--- src/rtl/bar0_regs_pkg.sv ---
// Shared BAR0 register map for the DMA control block: offsets, bit positions
// and the per-channel state type.
package bar0_regs_pkg;

  // Channels occupy 0x000-0x0FF in 32-byte windows; globals sit above that.
  localparam int CH_STRIDE  = 32;
  localparam int CH_IDX_LSB = 5;
  localparam int CH_IDX_W   = 3;

  localparam logic [4:0] OFF_CTRL    = 5'h00;
  localparam logic [4:0] OFF_ADDR_LO = 5'h04;
  localparam logic [4:0] OFF_ADDR_HI = 5'h08;
  localparam logic [4:0] OFF_LEN     = 5'h0C;
  localparam logic [4:0] OFF_STATUS  = 5'h10;

  localparam logic [15:0] REG_IRQ_EN   = 16'h0100;
  localparam logic [15:0] REG_IRQ_STAT = 16'h0104;
  localparam logic [15:0] REG_VERSION  = 16'h0108;

  localparam int CTRL_START = 0;
  localparam int CTRL_DIR   = 1;

  localparam int STAT_BUSY = 0;
  localparam int STAT_DONE = 1;
  localparam int STAT_ERR  = 2;
  localparam int STAT_REJ  = 3;

  typedef enum logic {
    CH_IDLE = 1'b0,
    CH_BUSY = 1'b1
  } ch_state_t;

  function automatic logic in_ch_region(input logic [15:0] addr);
    return addr[15:CH_IDX_LSB+CH_IDX_W] == '0;
  endfunction

  function automatic logic [CH_IDX_W-1:0] ch_index(input logic [15:0] addr);
    return addr[CH_IDX_LSB +: CH_IDX_W];
  endfunction

endpackage

--- src/rtl/dma_ch_regs.sv ---
// One DMA channel: descriptor registers, sticky status bits and the
// IDLE/BUSY sequencer that issues the start pulse to the engine.
module dma_ch_regs
  import bar0_regs_pkg::*;
(
  input  logic        clk,
  input  logic        rst_n,
  input  logic        wr_en,
  input  logic [4:0]  wr_off,
  input  logic [31:0] wr_data,
  input  logic        dma_done,
  input  logic        dma_err,
  output logic        dma_start,
  output logic        dma_dir,
  output logic [63:0] dma_addr,
  output logic [31:0] dma_len,
  output logic [3:0]  status,
  output logic        irq_set
);

  ch_state_t state_q, state_nx;
  logic      start_wr;
  logic      cfg_wr;
  logic      stat_wr;
  logic      start_nx;
  logic      rej_set, done_set, err_set;
  logic      done_q, err_q, rej_q;

  assign start_wr = wr_en && (wr_off == OFF_CTRL) && wr_data[CTRL_START];
  // Descriptor fields are frozen while a transfer is in flight.
  assign cfg_wr   = wr_en && (state_q == CH_IDLE);
  assign stat_wr  = wr_en && (wr_off == OFF_STATUS);

  always_comb begin
    state_nx = state_q;
    start_nx = 1'b0;
    rej_set  = 1'b0;
    done_set = 1'b0;
    err_set  = 1'b0;
    case (state_q)
      CH_IDLE: begin
        if (start_wr) begin
          if (dma_len != '0) begin
            state_nx = CH_BUSY;
            start_nx = 1'b1;
          end else begin
            rej_set = 1'b1;
          end
        end
      end
      CH_BUSY: begin
        rej_set  = start_wr;
        done_set = dma_done;
        err_set  = dma_err;
        if (dma_done || dma_err) state_nx = CH_IDLE;
      end
      default: state_nx = CH_IDLE;
    endcase
  end

  assign irq_set = done_set | err_set;

  always_ff @(posedge clk or negedge rst_n) begin
    if (!rst_n) begin
      state_q   <= CH_IDLE;
      dma_start <= 1'b0;
    end else begin
      state_q   <= state_nx;
      dma_start <= start_nx;
    end
  end

  always_ff @(posedge clk or negedge rst_n) begin
    if (!rst_n) begin
      dma_dir  <= 1'b0;
      dma_addr <= '0;
      dma_len  <= '0;
    end else if (cfg_wr) begin
      case (wr_off)
        OFF_CTRL:    dma_dir         <= wr_data[CTRL_DIR];
        OFF_ADDR_LO: dma_addr[31:0]  <= wr_data;
        OFF_ADDR_HI: dma_addr[63:32] <= wr_data;
        OFF_LEN:     dma_len         <= wr_data;
        default: ;
      endcase
    end
  end

  // Sticky bits: a hardware set in the same cycle as a W1C clear wins.
  always_ff @(posedge clk or negedge rst_n) begin
    if (!rst_n) begin
      done_q <= 1'b0;
      err_q  <= 1'b0;
      rej_q  <= 1'b0;
    end else begin
      done_q <= (done_q & ~(stat_wr & wr_data[STAT_DONE])) | done_set;
      err_q  <= (err_q  & ~(stat_wr & wr_data[STAT_ERR]))  | err_set;
      rej_q  <= (rej_q  & ~(stat_wr & wr_data[STAT_REJ]))  | rej_set;
    end
  end

  assign status = {rej_q, err_q, done_q, (state_q == CH_BUSY)};

endmodule

--- src/rtl/bar0_dma_regs.sv ---
// BAR0 register block for the DMA engine: address decode, per-channel
// register instances, global interrupt registers and the read path.
module bar0_dma_regs
  import bar0_regs_pkg::*;
#(
  parameter int          NUM_CH  = 4,
  parameter logic [31:0] VERSION = 32'h0002_0000
) (
  input  logic                 pcie_clk,
  input  logic                 pcie_rst_n,
  input  logic                 bar0_wr,
  input  logic [15:0]          bar0_wr_addr,
  input  logic [31:0]          bar0_wr_data,
  input  logic                 bar0_rd,
  input  logic [15:0]          bar0_rd_addr,
  output logic                 bar0_rd_valid,
  output logic [31:0]          bar0_rd_data,
  output logic [NUM_CH-1:0]    dma_start,
  output logic [NUM_CH-1:0]    dma_dir,
  output logic [NUM_CH*64-1:0] dma_addr,
  output logic [NUM_CH*32-1:0] dma_len,
  input  logic [NUM_CH-1:0]    dma_done,
  input  logic [NUM_CH-1:0]    dma_err,
  output logic                 irq
);

  logic                wr_in_ch, rd_in_ch;
  logic [CH_IDX_W-1:0] wr_ch, rd_ch;
  logic [NUM_CH-1:0]   ch_wr_en;
  logic [NUM_CH-1:0]   ch_irq_set;
  logic [3:0]          ch_status [NUM_CH];
  logic [31:0]         irq_en_q;
  logic [NUM_CH-1:0]   irq_stat_q;
  logic [NUM_CH-1:0]   irq_stat_clr;
  logic                irq_q;
  logic [31:0]         rd_mux;
  logic [31:0]         rd_data_p1;
  logic                vld_p1;

  assign wr_in_ch = in_ch_region(bar0_wr_addr);
  assign rd_in_ch = in_ch_region(bar0_rd_addr);
  assign wr_ch    = ch_index(bar0_wr_addr);
  assign rd_ch    = ch_index(bar0_rd_addr);

  for (genvar n = 0; n < NUM_CH; n++) begin : g_ch
    assign ch_wr_en[n] = bar0_wr && wr_in_ch && (wr_ch == CH_IDX_W'(n));

    dma_ch_regs u_ch (
      .clk       (pcie_clk),
      .rst_n     (pcie_rst_n),
      .wr_en     (ch_wr_en[n]),
      .wr_off    (bar0_wr_addr[4:0]),
      .wr_data   (bar0_wr_data),
      .dma_done  (dma_done[n]),
      .dma_err   (dma_err[n]),
      .dma_start (dma_start[n]),
      .dma_dir   (dma_dir[n]),
      .dma_addr  (dma_addr[64*n +: 64]),
      .dma_len   (dma_len[32*n +: 32]),
      .status    (ch_status[n]),
      .irq_set   (ch_irq_set[n])
    );
  end

  assign irq_stat_clr = (bar0_wr && bar0_wr_addr == REG_IRQ_STAT) ?
                        bar0_wr_data[NUM_CH-1:0] : '0;

  always_ff @(posedge pcie_clk or negedge pcie_rst_n) begin
    if (!pcie_rst_n) begin
      irq_en_q   <= '0;
      irq_stat_q <= '0;
      irq_q      <= 1'b0;
    end else begin
      if (bar0_wr && bar0_wr_addr == REG_IRQ_EN) irq_en_q <= bar0_wr_data;
      irq_stat_q <= (irq_stat_q & ~irq_stat_clr) | ch_irq_set;
      irq_q      <= |(irq_stat_q & irq_en_q[NUM_CH-1:0]);
    end
  end

  assign irq = irq_q;

  // Read mux samples state before this cycle's write lands.
  always_comb begin
    rd_mux = '0;
    if (rd_in_ch) begin
      for (int n = 0; n < NUM_CH; n++) begin
        if (rd_ch == CH_IDX_W'(n)) begin
          case (bar0_rd_addr[4:0])
            OFF_CTRL:    rd_mux[CTRL_DIR] = dma_dir[n];
            OFF_ADDR_LO: rd_mux = dma_addr[64*n +: 32];
            OFF_ADDR_HI: rd_mux = dma_addr[64*n+32 +: 32];
            OFF_LEN:     rd_mux = dma_len[32*n +: 32];
            OFF_STATUS:  rd_mux = {28'b0, ch_status[n]};
            default: ;
          endcase
        end
      end
    end else begin
      case (bar0_rd_addr)
        REG_IRQ_EN:   rd_mux = irq_en_q;
        REG_IRQ_STAT: rd_mux = 32'(irq_stat_q);
        REG_VERSION:  rd_mux = VERSION;
        default: ;
      endcase
    end
  end

  // Stage p1: registered read response
  always_ff @(posedge pcie_clk or negedge pcie_rst_n) begin
    if (!pcie_rst_n) begin
      vld_p1     <= 1'b0;
      rd_data_p1 <= '0;
    end else begin
      vld_p1     <= bar0_rd;
      rd_data_p1 <= bar0_rd ? rd_mux : '0;
    end
  end

  assign bar0_rd_valid = vld_p1;
  assign bar0_rd_data  = rd_data_p1;

endmodule

--- config.mk ---
export PLATFORM = sky130hd
export DESIGN_NAME = bar0_dma_regs
export DESIGN_NICKNAME = d
export VERILOG_FILES = /design/src/rtl/bar0_regs_pkg.sv /design/src/rtl/dma_ch_regs.sv /design/src/rtl/bar0_dma_regs.sv
export SDC_FILE = /design/constraint.sdc
export NUM_CORES = 1
export LEC_CHECK = 0
export BUFFER_PORTS_ARGS = -buffer_cell sky130_fd_sc_hd__buf_2
export CORE_UTILIZATION = 55
export CTS_BUF_LIST = sky130_fd_sc_hd__clkbuf_2 sky130_fd_sc_hd__clkbuf_4 sky130_fd_sc_hd__clkbuf_8
export CTS_CLUSTER_DIAMETER = 50
export CTS_CLUSTER_SIZE = 12
export DETAILED_ROUTE_END_ITERATION = 7
export GPL_ROUTABILITY_DRIVEN = 0
export MAX_ROUTING_LAYER = met4
export PLACE_DENSITY = 0.81
export SLEW_MARGIN = 20
export SYNTH_ARGS = -nofsm -noshare
export SYNTH_HDL_FRONTEND = slang
export SYNTH_SLANG_ARGS = --single-unit
--- constraint.sdc ---
create_clock -name pcie_clk -period 4.3 [get_ports pcie_clk]
set_input_delay 0.43 -clock pcie_clk [delete_from_list [all_inputs] [get_ports pcie_clk]]
set_output_delay 0.43 -clock pcie_clk [all_outputs]
set_load 0.005 [all_outputs]
==> flow_summary.ini <==
[finish]
stdcell_area_um2 = 26000
fin_nets = 2222
area_growth_pct = 16.9
drive_gt1_share_pct = 48.8

[placed_design]
portBuffers = 501
dp_hpwl_um = 56500
placed_area_um2 = 25100
pre_cts_ws_ns = 1.08

[clocking]
cts_tree = built
clockRootBuffer = clkbuf_8
clk_pin_slew_ns = 0.08
cts_buffer_depth = 3
htree_num_levels = 2
cts_setup_buffers = 0
cts_sinks = 478
clk_latency_ns = 0.67
numCtsBuffers = 49

[die]
ios = 502
fp.dieH_um = 203
start_util_pct = 55.9
die-area_um2 = 41300
fp.dieW_um = 203
num_rows = 73
core-area_um2 = 39800

[routing]
vias_per_cell = 6.81
dr.pass1.iters = 8
drt_iter0_drc = 2245
ant_nets = 0
post_drt_wl_per_cell_um = 30.6
drc = 5
wl_um = 82300
vias = 18300

[sta]
skew_ns = 0.0276
setup_tns_ns = 0
whs_ns = 0.0279
setup_viol = 0
min_period_over_period_pct = 62.9
hold_viol_final = 0
slew_violations = 0
tightestPinTransition_ns = 1.14
fin_ws_ns = 1.60
max-slew-margin-rel_pct = 23.8
rsz0062_at_grt = no
max_freq_ghz = 0.370
period_needed_ns = 2.70

[grt]
grt_max_degree = 121
use_met3_pct = 8.66
gr-max-usage-layer = met2
met2_usage_pct = 60.2
grt_use_met1_pct = 52.7
grt_pass1_wl_um = 120000
grt_pass1_vias = 18300
antenna_found_initial = 2
grt_overflow = 0
grt_usage_pct = 40.7

[critical_path]
required_ns = 4.91
path_class = in -> reg
timing.critical_path.from = bar0_rd_addr[2]
reg2reg_slack_ns = 1.72
crit_path_start_kind = input pin
cp_max_fo = 49
crit_path_end_kind = register
rr_startpoint = g_ch[3].u_ch.state_q
critPathArrivalTime_ns = 3.32

[worst_hold_path]
hp-class = in -> reg
min_from = dma_done[2]

[job]
drv_cap = 0

[yosys]
synthCells = 1718
syn_nets = 1794
ys_types = 71
synth_largest_area_cell = dfrtp_1
synthFlopType = dfrtp_1
synth_top_area_share_pct = 53.7
synth_area_um2 = 22300
ys_seq_elements = 478
ys_warn_count = 0
synth-edff-count = 0
syn_avg_cell_area_um2 = 13.0
ys_async_sr_fraction_pct = 100
synth_seq_area_share_pct = 53.7
synthTopCellsByArea = dfrtp_1 54%, mux2_2 19%, mux2i_1 2.7%

[outcome]
status = finished, violations left
violations = DRC

[power_and_ir_drop]
vdd_ir_drop_max_v = 0.000209
p_leak_nw = 13.8
powerDensity_nw_per_um2 = 301
-- through the flow --
step	utilization, %	instances	total power [mW]
floorplan	-	1718	4.77
detailed placement	63.0	2617	5.00
global placement	63.0	2617	4.99
CTS	65.4	2688	7.86
global route	65.4	2690	8.07
finish	65.4	2691	7.85
-- synthesized netlist by cell type (all sizes together), types with 3 or more instances --
cell type	n
dfrtp	478
mux2	432
buf	88
o21ai	87
clkbuf	77
mux2i	59
nor2	56
a222oi	51
nor4	40
a21oi	39
a22o	35
nand2	35
o2bb2ai	33
nor3b	30
o32ai	28
nor3	17
inv	13
nand3	12
nand4	11
a22oi	8
and3	7
or3	7
a211oi	5
a21o	5
nand3b	5
a2111oi	4
a221o	4
a2bb2oi	4
a32o	4
and3b	3
nor2b	3
nor4b	3
o211ai	3
o21bai	3
or2	3
-- path summary, 6_finish.rpt --
| check | endpoint | cells after the start |
|---|---|---|
| setup / recovery | bar0_rd_data[31] | 7 |
| hold / removal | g_ch[2].u_ch.done_q | 2 |
| setup reg to reg | g_ch[3].u_ch.dma_addr[27] | 4 |
| hold reg to reg | g_ch[1].u_ch.rej_q | 1 |
| max in group asynchronous | g_ch[1].u_ch.dma_addr[7] | 3 |
| min in group asynchronous | g_ch[0].u_ch.dma_addr[13] | 2 |
-- final cells by class --
cell class / count / area (um^2)
clock inverter: 7 / 104
antenna: 3 / 7.51
inverter: 13 / 48.8
clock buffer: 61 / 802
sequential: 478 / 12000
multi-input combinational: 1062 / 9550
tap: 525 / 657
fill: 3128 / 13800
timing repair buffer: 542 / 2910
-- worst max-delay path, cell delays in order --
cell and delay (ns):
buf_2 0.45, or4b_4 0.75, buf_4 0.40, o21ai_0 0.36
o32ai_1 0.15, nor3b_1 0.52, a22o_1 0.21
-- routing by layer --
layer	vias up	wire [um]
met4	0	4850
li1	7321	-
met5	-	0
met2	1473	37500
met1	9220	31000
met3	323	8890
-- registers in the layout, indices dropped and copies added (netlist names), 32 cells and up --
| register | cells |
|---|---|
| irq_en_q | 32 |
| bar0_rd_data | 32 |
| g_ch.u_ch.dma_addr | 256 |
| g_ch.u_ch.dma_len | 128 |
-- power by group --
part	total (mW)	switching [mW]	internal [mW]
Clock	2.93	1.59	1.33
Sequential	4.50	0.00398	4.49
Combinational	0.425	0.324	0.101
-- timing repair --
action	4_1_cts	5_1_grt
hold buffers	3	0
hold endpoints to repair	117	0
resized for setup	0	0
-- cells in the final DEF (no fill, tap or decap), drive strengths merged, types with 39 or more instances in the layout --
cell type | netlist | routed
a21oi | 39 | 39
a222oi | 51 | 51
buf | 88 | 539
clkbuf | 77 | 61
dfrtp | 478 | 478
mux2 | 432 | 432
mux2i | 59 | 59
nor2 | 56 | 56
nor4 | 40 | 40
o21ai | 87 | 87
-- cell families after synthesis --
group	count (synthesis)	share of synthesized area (%)
muxes	491	25.0
and+or+nand+nor	240	6.44
AOI/OAI and AO/OA	331	11.1
DFF	478	53.7
buffers and inverters	178	3.79
(Power assumes the default switching activity.)
